[src/rtl/request_encoder_pkg.sv]
// Shared types and constants for the clocked 8-to-3 request encoder.
package request_encoder_pkg;
  localparam int N_REQ  = 8;
  localparam int CODE_W = 3;

  typedef enum logic {
    IDLE  = 1'b0,
    OFFER = 1'b1
  } state_t;
endpackage

[src/rtl/request_encoder_prio_enc8.sv]
// Combinational 8-input priority encoder: index of the highest set bit plus an any flag.
module prio_enc8
  import request_encoder_pkg::*;
(
  input  logic [N_REQ-1:0]  i_vec,
  output logic [CODE_W-1:0] o_idx,
  output logic              o_any
);
  // Ascending scan so the highest set bit is the last one written.
  always_comb begin
    o_idx = '0;
    for (int i = 0; i < N_REQ; i++)
      if (i_vec[i]) o_idx = CODE_W'(i);
  end

  assign o_any = |i_vec;
endmodule

[src/rtl/request_encoder.sv]
// Latches active-low requests into a pending set and offers the highest-priority
// index over a valid/ready handshake, clearing the served bit on transfer.
module request_encoder
  import request_encoder_pkg::*;
(
  input  logic              CLK,
  input  logic              RST_bar,
  input  logic              EI_bar,
  input  logic [N_REQ-1:0]  in_bar,
  output logic [CODE_W-1:0] code,
  output logic              valid,
  input  logic              ready,
  output logic              GS_bar,
  output logic              EO_bar
);
  logic [N_REQ-1:0]  r_pending;
  logic [CODE_W-1:0] r_code;
  state_t            r_state;

  logic [N_REQ-1:0]  w_set;
  logic [N_REQ-1:0]  w_clr;
  logic [N_REQ-1:0]  w_pending_nxt;
  logic [CODE_W-1:0] w_top_idx;
  logic              w_any;
  logic              w_xfer;
  state_t            w_state_nxt;
  logic [CODE_W-1:0] w_code_nxt;

  prio_enc8 u_prio (
    .i_vec (r_pending),
    .o_idx (w_top_idx),
    .o_any (w_any)
  );

  assign w_xfer = (r_state == OFFER) && ready;
  assign w_set  = EI_bar ? '0 : ~in_bar;
  assign w_clr  = w_xfer ? (N_REQ'(1) << r_code) : '0;
  // Set is applied after clear so a new request on the served bit survives.
  assign w_pending_nxt = (r_pending & ~w_clr) | w_set;

  always_comb begin
    w_state_nxt = r_state;
    w_code_nxt  = r_code;
    case (r_state)
      IDLE: begin
        if (w_any) begin
          w_state_nxt = OFFER;
          w_code_nxt  = w_top_idx;
        end
      end
      OFFER: begin
        if (ready) w_state_nxt = IDLE;
      end
      default: w_state_nxt = IDLE;
    endcase
  end

  always_ff @(posedge CLK) begin
    if (!RST_bar) begin
      r_pending <= '0;
      r_state   <= IDLE;
      r_code    <= '0;
    end else begin
      r_pending <= w_pending_nxt;
      r_state   <= w_state_nxt;
      r_code    <= w_code_nxt;
    end
  end

  assign code   = r_code;
  assign valid  = (r_state == OFFER);
  assign GS_bar = (r_pending == '0);
  assign EO_bar = !(!EI_bar && (r_pending == '0));
endmodule

[config.mk]
export PLATFORM = sky130hd
export DESIGN_NAME = request_encoder
export DESIGN_NICKNAME = d
export VERILOG_FILES = /design/src/rtl/request_encoder_pkg.sv /design/src/rtl/request_encoder_prio_enc8.sv /design/src/rtl/request_encoder.sv
export SDC_FILE = /design/constraint.sdc
export NUM_CORES = 1
export LEC_CHECK = 0
export BUFFER_PORTS_ARGS = -buffer_cell sky130_fd_sc_hd__buf_2
export CORE_AREA = 3 3 40 42
export DETAILED_ROUTE_END_ITERATION = 8
export DIE_AREA = 0 0 43 45
export PLACE_DENSITY = 0.68
export SYNTH_ARGS = -nofsm -noshare
export SYNTH_HDL_FRONTEND = slang
export SYNTH_SLANG_ARGS = --single-unit
[constraint.sdc]
create_clock -name CLK -period 3.1 [get_ports CLK]
set_clock_uncertainty 0.1 [all_clocks]
set_input_delay 0.465 -clock CLK [delete_from_list [all_inputs] [get_ports CLK]]
set_output_delay 0.465 -clock CLK [all_outputs]
set_load 0.03 [all_outputs]
### After elaboration in Yosys (flattened, before gate mapping)

Index checks and enable logic that the tools add are counted.
W data, S select, Z words.

* register bits after elaboration: 12
* input port bits: 12
* word-level logic and storage cells: 28

* shift-type cells: 1
* multiplexer cells: 12
* bitwise logic cells: 5
* reduce and logical (&&, ||, !) cells: 7

Operators with widths (count)
* $mux W8: 2
* $not A8 Y8: 2
* $mux W3: 4
* $and A8 B8 Y8: 1
* $logic_not A8 Y1: 1
* $or A8 B8 Y8: 1
* $reduce_or A8 Y1: 1
* $shl A1 B3 Y8 const A: 1
* $mux W2: 2
* $mux W1: 3
* $logic_and A1 B1 Y1: 2
* $logic_not A1 Y1: 2
* $pmux W1 S2: 1
* $reduce_and A2 Y1: 1
* $not A1 Y1: 1

### Longest topological paths before layout

Gate-level depths: netlist of run 1.

* depth after elaboration: 7
* gate-level depth with buffers: 4
* mapped depth without buffers: 4

### Hierarchy

From an unflattened synthesis of run 1, not the netlist that was laid out.

* cell total of the unflattened synthesis: 76
* area, all modules: 583.1 um2

Modules (own cells, without submodules)
* request_encoder: times used 1, cells an instance 64, area an instance 516.7 um2, seq. area each 240.2 um2
* prio_enc8: times used 1, cells an instance 12, area an instance 66.3 um2, seq. area each 0.0 um2

### Worst setup path after synthesis of run 1

Ideal clock, no wire load.

* kind: register to output
* from: register r_pending[6]
* to: output port EO_bar
* arrival: 1.095 ns
* setup slack: 1.440 ns
* stages on the path, launching flop included: 4
* cell sequence: dfxtp_1 nor4_4 nand2_1 or2_1

* word-level cells in the longest chain between the ends: 3

Ends and longest elaborated chain
* from (decl): line request_encoder.sv:16 `logic [N_REQ-1:0] r_pending;`
* from (signal assigned): line request_encoder.sv:64 `r_pending <= w_pending_nxt;`
* $logic_not A8 Y1: line request_encoder.sv:73 `assign EO_bar = !(!EI_bar && (r_pending == '0));`
* $logic_and A1 B1 Y1: line request_encoder.sv:73
* $logic_not A1 Y1: line request_encoder.sv:73
* to (decl): line request_encoder.sv:14 `output logic EO_bar`

No other way between the ends.

### Worst setup path in the final report of run 1

Ends and elaborated chain as after synthesis.

==> results of run 1 <==
==> sequential cells by signal (all words and copies together) (netlist names) <==
name	flops
r_pending	8
code	3
valid	1
==> worst paths after layout <==
check                     startpoint                 endpoint  slack (ns)
min reg2reg     code[1]$_SDFFE_PN0P_     code[1]$_SDFFE_PN0P_        0.45
max reg2reg         valid$_SDFF_PN0_  r_pending[4]$_SDFF_PN0_        1.79
max          r_pending[6]$_SDFF_PN0_                   EO_bar        1.02
min                        in_bar[4]  r_pending[4]$_SDFF_PN0_        0.40
==> area by class of cell <==
class | instances | share of cell area [%]
tap | 15 | 2.73
timing repair buffer | 17 | 12.4
multi-input combinational | 49 | 45.1
inverter | 3 | 1.64
clock buffer | 3 | 3.27
sequential | 12 | 34.9
==> where the power goes <==
| part | internal (mW) | switching (mW) | leakage (nW) | total [mW] |
|---|---|---|---|---|
| clock network | 0.0449 | 0.0474 | 0.0138 | 0.0923 |
| registers | 0.169 | 0.0211 | 0.0996 | 0.190 |
| logic | 0.0359 | 0.0480 | 0.174 | 0.0839 |
==> logic make-up (layout without fill, tap and decap cells) <==
| kind of cell | Yosys count | count (layout) |
|---|---|---|
| flops | 12 | 12 |
| compound gates | 26 | 26 |
| simple gates | 23 | 23 |
| buf+inv | 4 | 23 |
==> worst max-delay path, stage by stage, from the launching register on <==
cell,delay (ns)
dfxtp_1,0.36
nor4_4,0.35
nand2_1,0.14
or2_1,0.23
buf_2,0.18
==> through the flow <==
step                utilization, %  std cells  total power, mW  hold WS, ns  area, um2
floorplan                        -         65            0.248        0.487        566
detailed placement            51.8         96            0.277        0.447        666
finish                        53.6         99            0.366        0.404        688
global route                  53.6         99            0.389        0.408        688
CTS                           53.6         99            0.369        0.393        688
global placement              51.8         96            0.276        0.429        666
==> placed cells by master (no fill, tap or decap) <==
master	instances
dfxtp_1	12
o21ai_1	3
and2_1	9
o311ai_0	1
nor3_1	1
nand2b_1	2
a21oi_2	1
nand3_1	1
a21oi_1	2
o211a_1	1
nor4_4	2
nand2_1	4
o21ai_0	15
or2_1	1
nor2_1	2
clkbuf_4	3
buf_2	17
inv_1	3
o31ai_1	2
o311a_1	1
nand3b_1	1
==> routing by layer <==
metal / GRT usage (%) / vias to the layer above / share of wire (%)
met1: 20.0 / 231 / 46
met3: 3.59 / 2 / 6.4
met2: 23.4 / 16 / 46
li1: - / 271 / -
met4: 5.42 / 0 / 0.98
met5: 0 / - / 0
==> summary.txt, run 1 <==
Critical path
  – Type of the worst setup path: flop to output pin
  – CP required: 2.53 ns
  – Startpoint types: flop
  – Reg2reg path depth: 4
  – Critical Path AT: 1.51 ns
  – Critical path endpoint category: output pin
  – Crit Path Max Fanout: 5

Pwr
  – Leakage: 0.288 nW
  – Peak VDD IR: 274 uV
  – Pwr/cell area: 531 mW/mm2

Synthesis
  – Post-synthesis adder-cell area fraction: 0%
  – Avg Inst Size Synth: 8.70 um2
  – Post-Synth Simple-Gate Area: 27.9%
  – Synth Warn #: 0
  – Commonest cells in the netlist: o21ai_0, dfxtp_1, and2_1
  – Mapped Nets: 77
  – Top post-synthesis cells by area: dfxtp_1, o21ai_0, and2_1
  – Sequential-to-total area share from yosys stat: 42.5%
  – EDFF count, synth: 0
  – Most common cell in the netlist: o21ai_0
  – Distinct cells, synth: 20
  – Mapped Cells: 65
  – Synth Area in Compound Gates: 27.0%
  – Area fraction of the dominant cell type after synthesis: 42.5%
  – Leading area contributor after synthesis: dfxtp_1
  – Post-Synth XOR/XNOR Area: 0%
  – Main combinational cell family by area after synthesis: simple AND/OR/NAND/NOR gates
  – Most used DFF post-synth: dfxtp_1
  – Ys async rst share: 0%
  – Synth Register Bits: 12
  – Synthesized area: 566 um2
  – Mux contribution to synthesized area: 0%

Clock network
  – Root buffer cell: clkbuf_4
  – Clock sink total: 12
  – Cts hold-fix bufs: 0
  – Worst-Skew Late Latency: 0.27 ns
  – CTS tree: done
  – H-tree depth: 1
  – Post_cts resized: 0
  – Clk slew on worst S/H paths: 0.07 ns
  – Max Root-Sink Buffers: 2
  – Postcts setup bufs: 0
  – CTS Buf Count: 3

Route
  – Residual DRC count: 0
  – Routed wire length: 1220 um
  – Remaining antenna violation count: 0
  – Detailed-router iteration count before antenna repair: 4
  – Routed length per instance: 12.4 um
  – Vias: 520
  – Initial DRC Count: 11
  – DR vias/cell: 5.25

Timing
  – Final worst setup slack: 1.02 ns
  – Final Hold Vio Count: 0
  – Fmax: 0.481 GHz
  – Period utilization: 67.0%
  – Tmin final: 2.08 ns
  – Headroom to the max-slew limit: 81.3%
  – Fin. max-slew vios: 0
  – Setup-failing EPs final: 0
  – RSZ-0062 raised after global routing: false
  – Slew @ Worst Pin: 0.278 ns
  – Setup TNS: 0 ns

GRT
  – Vias in the first global route: 486
  – First-pass GRT wire length: 2170 um
  – Total GRT Usage: 14.9%
  – Overflow after GRT: 0
  – Largest net degree at the start of global routing: 14
  – Antenna violations before repair: 0

Floorplanning
  – Die area: 0.00194 mm2
  – Die Span X: 43 um
  – I/O pin total: 18
  – # rows: 13
  – Starting Density: 44.0%
  – Core area: 0.00128 mm2
  – Vert. Die Dim: 45 um

Place
  – IO Port Bufs: 17
  – Placer Congestion: 0.786
  – Pre-CTS WS: 1.30 ns
  – Hpwl dp: 953 um

Hold path
  – HP Class: input port to flop
  – Hold path depth: 3

Finish
  – FF+latch area: 240 um2
  – Share of cells above drive strength 1: 27.4%
  – Multi-input gate area: 310 um2
  – Area grow syn2layout: 21.7%
  – Layout fillers: 129
  – Antenna Cells: 0
  – Number of nets in the layout: 98

Status
  – Status: finished clean

Job
  – Max_cap viols: 0
(Power assumes the default switching activity.)
==> inputs of run 2 (changes only) <==
--- a/config.mk
+++ b/config.mk
@@ -6,10 +6,10 @@
 export NUM_CORES = 1
 export LEC_CHECK = 0
 export BUFFER_PORTS_ARGS = -buffer_cell sky130_fd_sc_hd__buf_2
-export CORE_AREA = 3 3 40 42
+export CORE_MARGIN = 3
+export CORE_UTILIZATION = 42
 export DETAILED_ROUTE_END_ITERATION = 8
-export DIE_AREA = 0 0 43 45
-export PLACE_DENSITY = 0.68
+export PLACE_DENSITY = 0.71
 export SYNTH_ARGS = -nofsm -noshare
 export SYNTH_HDL_FRONTEND = slang
 export SYNTH_SLANG_ARGS = --single-unit
==> constraint.sdc (replaced) <==
create_clock -name CLK -period 1.8 [get_ports CLK]
set_clock_uncertainty 0.1 [all_clocks]
set_input_delay 0.27 -clock CLK [delete_from_list [all_inputs] [get_ports CLK]]
set_output_delay 0.27 -clock CLK [all_outputs]
set_load 0.03 [all_outputs]
==> summary.txt, run 2 (same netlist as run 1, synthesis figures left out) <==
Route
  – Initial DRC Count: 18
  – Routed wire length: 1460 um
  – Remaining antenna violation count: 0
  – Routed length per instance: 14.2 um
  – Residual DRC count: 0
  – DR vias/cell: 5.48
  – Vias: 564
  – Detailed-router iteration count before antenna repair: 4

Job
  – Max_cap viols: 0

Clock network
  – Worst-Skew Late Latency: 0.28 ns
  – Clk slew on worst S/H paths: 0.07 ns
  – H-tree depth: 1
  – Root buffer cell: clkbuf_4
  – Clock sink total: 12
  – Cts hold-fix bufs: 0
  – CTS tree: done
  – CTS Buf Count: 3
  – Max Root-Sink Buffers: 2

Pwr
  – Peak VDD IR: 814 uV
  – Pwr/cell area: 956 mW/mm2
  – Power, Total: 0.712 mW
  – Leakage: 0.319 nW

Finish
  – Most flops, register: r_pending
  – Number of flip-flops in the largest register: 8
  – Layout fillers: 114
  – Antenna Cells: 0
  – Post-Route Utilization: 62.8%
  – Commonest non-fill, non-tap cell in the layout: buf_2
  – Number of nets in the layout: 102
  – Most frequent cells in the layout: buf_2, o21ai_0, and2_1
  – Area grow syn2layout: 31.6%
  – Share of cells above drive strength 1: 36.0%

GRT
  – Largest net degree at the start of global routing: 14
  – Overflow after GRT: 0
  – Total GRT Usage: 17.1%
  – Antenna violations before repair: 0
  – First-pass GRT wire length: 2240 um
  – Vias in the first global route: 502

Place
  – Placer Congestion: 0.820
  – IO Port Bufs: 17
  – Hpwl dp: 983 um

Critical path
  – CP required: 1.43 ns
  – Cell Chain, Critical Path: nor4_4 > nand2_1 > or2_1 > buf_6
  – Startpoint types: flop
  – Slowest library cell on the worst path: dfxtp_4
  – Crit Path Max Fanout: 3
  – WP buf/inv: 1
  – Critical Path AT: 1.43 ns
  – Cell family with the largest share of critical-path delay: simple AND/OR/NAND/NOR gates
  – FF-to-FF setup slack: 0.39 ns
  – Type of the worst setup path: flop to output pin
  – Critical path endpoint category: output pin
  – CP max stage delay: 0.35 ns

Status
  – Status: finished clean

Timing
  – RSZ-0062 raised after global routing: true
  – Final Hold Vio Count: 0
  – Tmin final: 1.80 ns
  – Fin. max-slew vios: 0
  – Setup TNS: 0 ns
  – Period utilization: 99.8%
  – Headroom to the max-slew limit: 73.8%
  – Slew @ Worst Pin: 0.388 ns
  – Fmax: 0.557 GHz
  – Setup-failing EPs final: 0

Floorplanning
  – Starting Density: 47.7%
  – Die area: 0.00182 mm2
  – # rows: 12
  – I/O pin total: 18
  – Core area: 0.00119 mm2
  – Die Span X: 42.7 um
  – Vert. Die Dim: 42.7 um

Hold path
  – HP Class: input port to flop
[run 2: cell type report]
cell class | instances | area, um2 | share of cell area (%)
tap | 14 | 17.5 | 2.35
clock buffer | 4 | 36.3 | 4.87
multi-input combinational | 49 | 310 | 41.7
inverter | 3 | 11.3 | 1.51
sequential | 12 | 248 | 33.3
timing repair buffer | 21 | 121 | 16.3
[run 2: per-stage QoR]
step,cells,worst slack (ns),instance area (um2),hold slack (ns)
after global placement,95,0.266,664,0.422
after CTS,101,0.00318,716,0.189
final,103,0.00439,744,0.193
after detailed placement,95,0.229,664,0.424
after floorplan,65,0.335,566,0.292
after global routing,103,-0.0733,744,0.190
[run 2: final timing paths]
path,from,to,depth (start not counted)
worst max register to register,valid$_SDFF_PN0_,r_pending[3]$_SDFF_PN0_,4
worst max-delay path,r_pending[3]$_SDFF_PN0_,EO_bar,4
worst min-delay path,in_bar[2],r_pending[2]$_SDFF_PN0_,3
worst min register to register,code[1]$_SDFFE_PN0P_,code[1]$_SDFFE_PN0P_,2
[run 2: tightest hold or removal path: stages]
cell     delay [ns]
buf_2          0.07
o21ai_0        0.05
and2_1         0.14
[run 2: metal layers]
metal | part of all wire, % | vias to the layer above | global-route usage, %
met1 | 41 | 250 | 19.9
met5 | 0 | - | 0
met3 | 6.9 | 8 | 8.47
met4 | 3.5 | 0 | 6.83
li1 | - | 284 | -
met2 | 48 | 22 | 26.3
[run 2: what timing repair did]
item | in CTS | in global routing
pin swaps | 2 | 2
setup buffers | 2 | 2
setup endpoints to repair | 1 | 1
gates resized for setup | 0 | 8
[run 2: power by group]
part | leakage, nW | total, mW | switching [mW] | internal, mW
sequential | 0.101 | 0.326 | 0.0357 | 0.291
clock | 0.0210 | 0.216 | 0.0932 | 0.123
combinational | 0.197 | 0.169 | 0.0933 | 0.0758
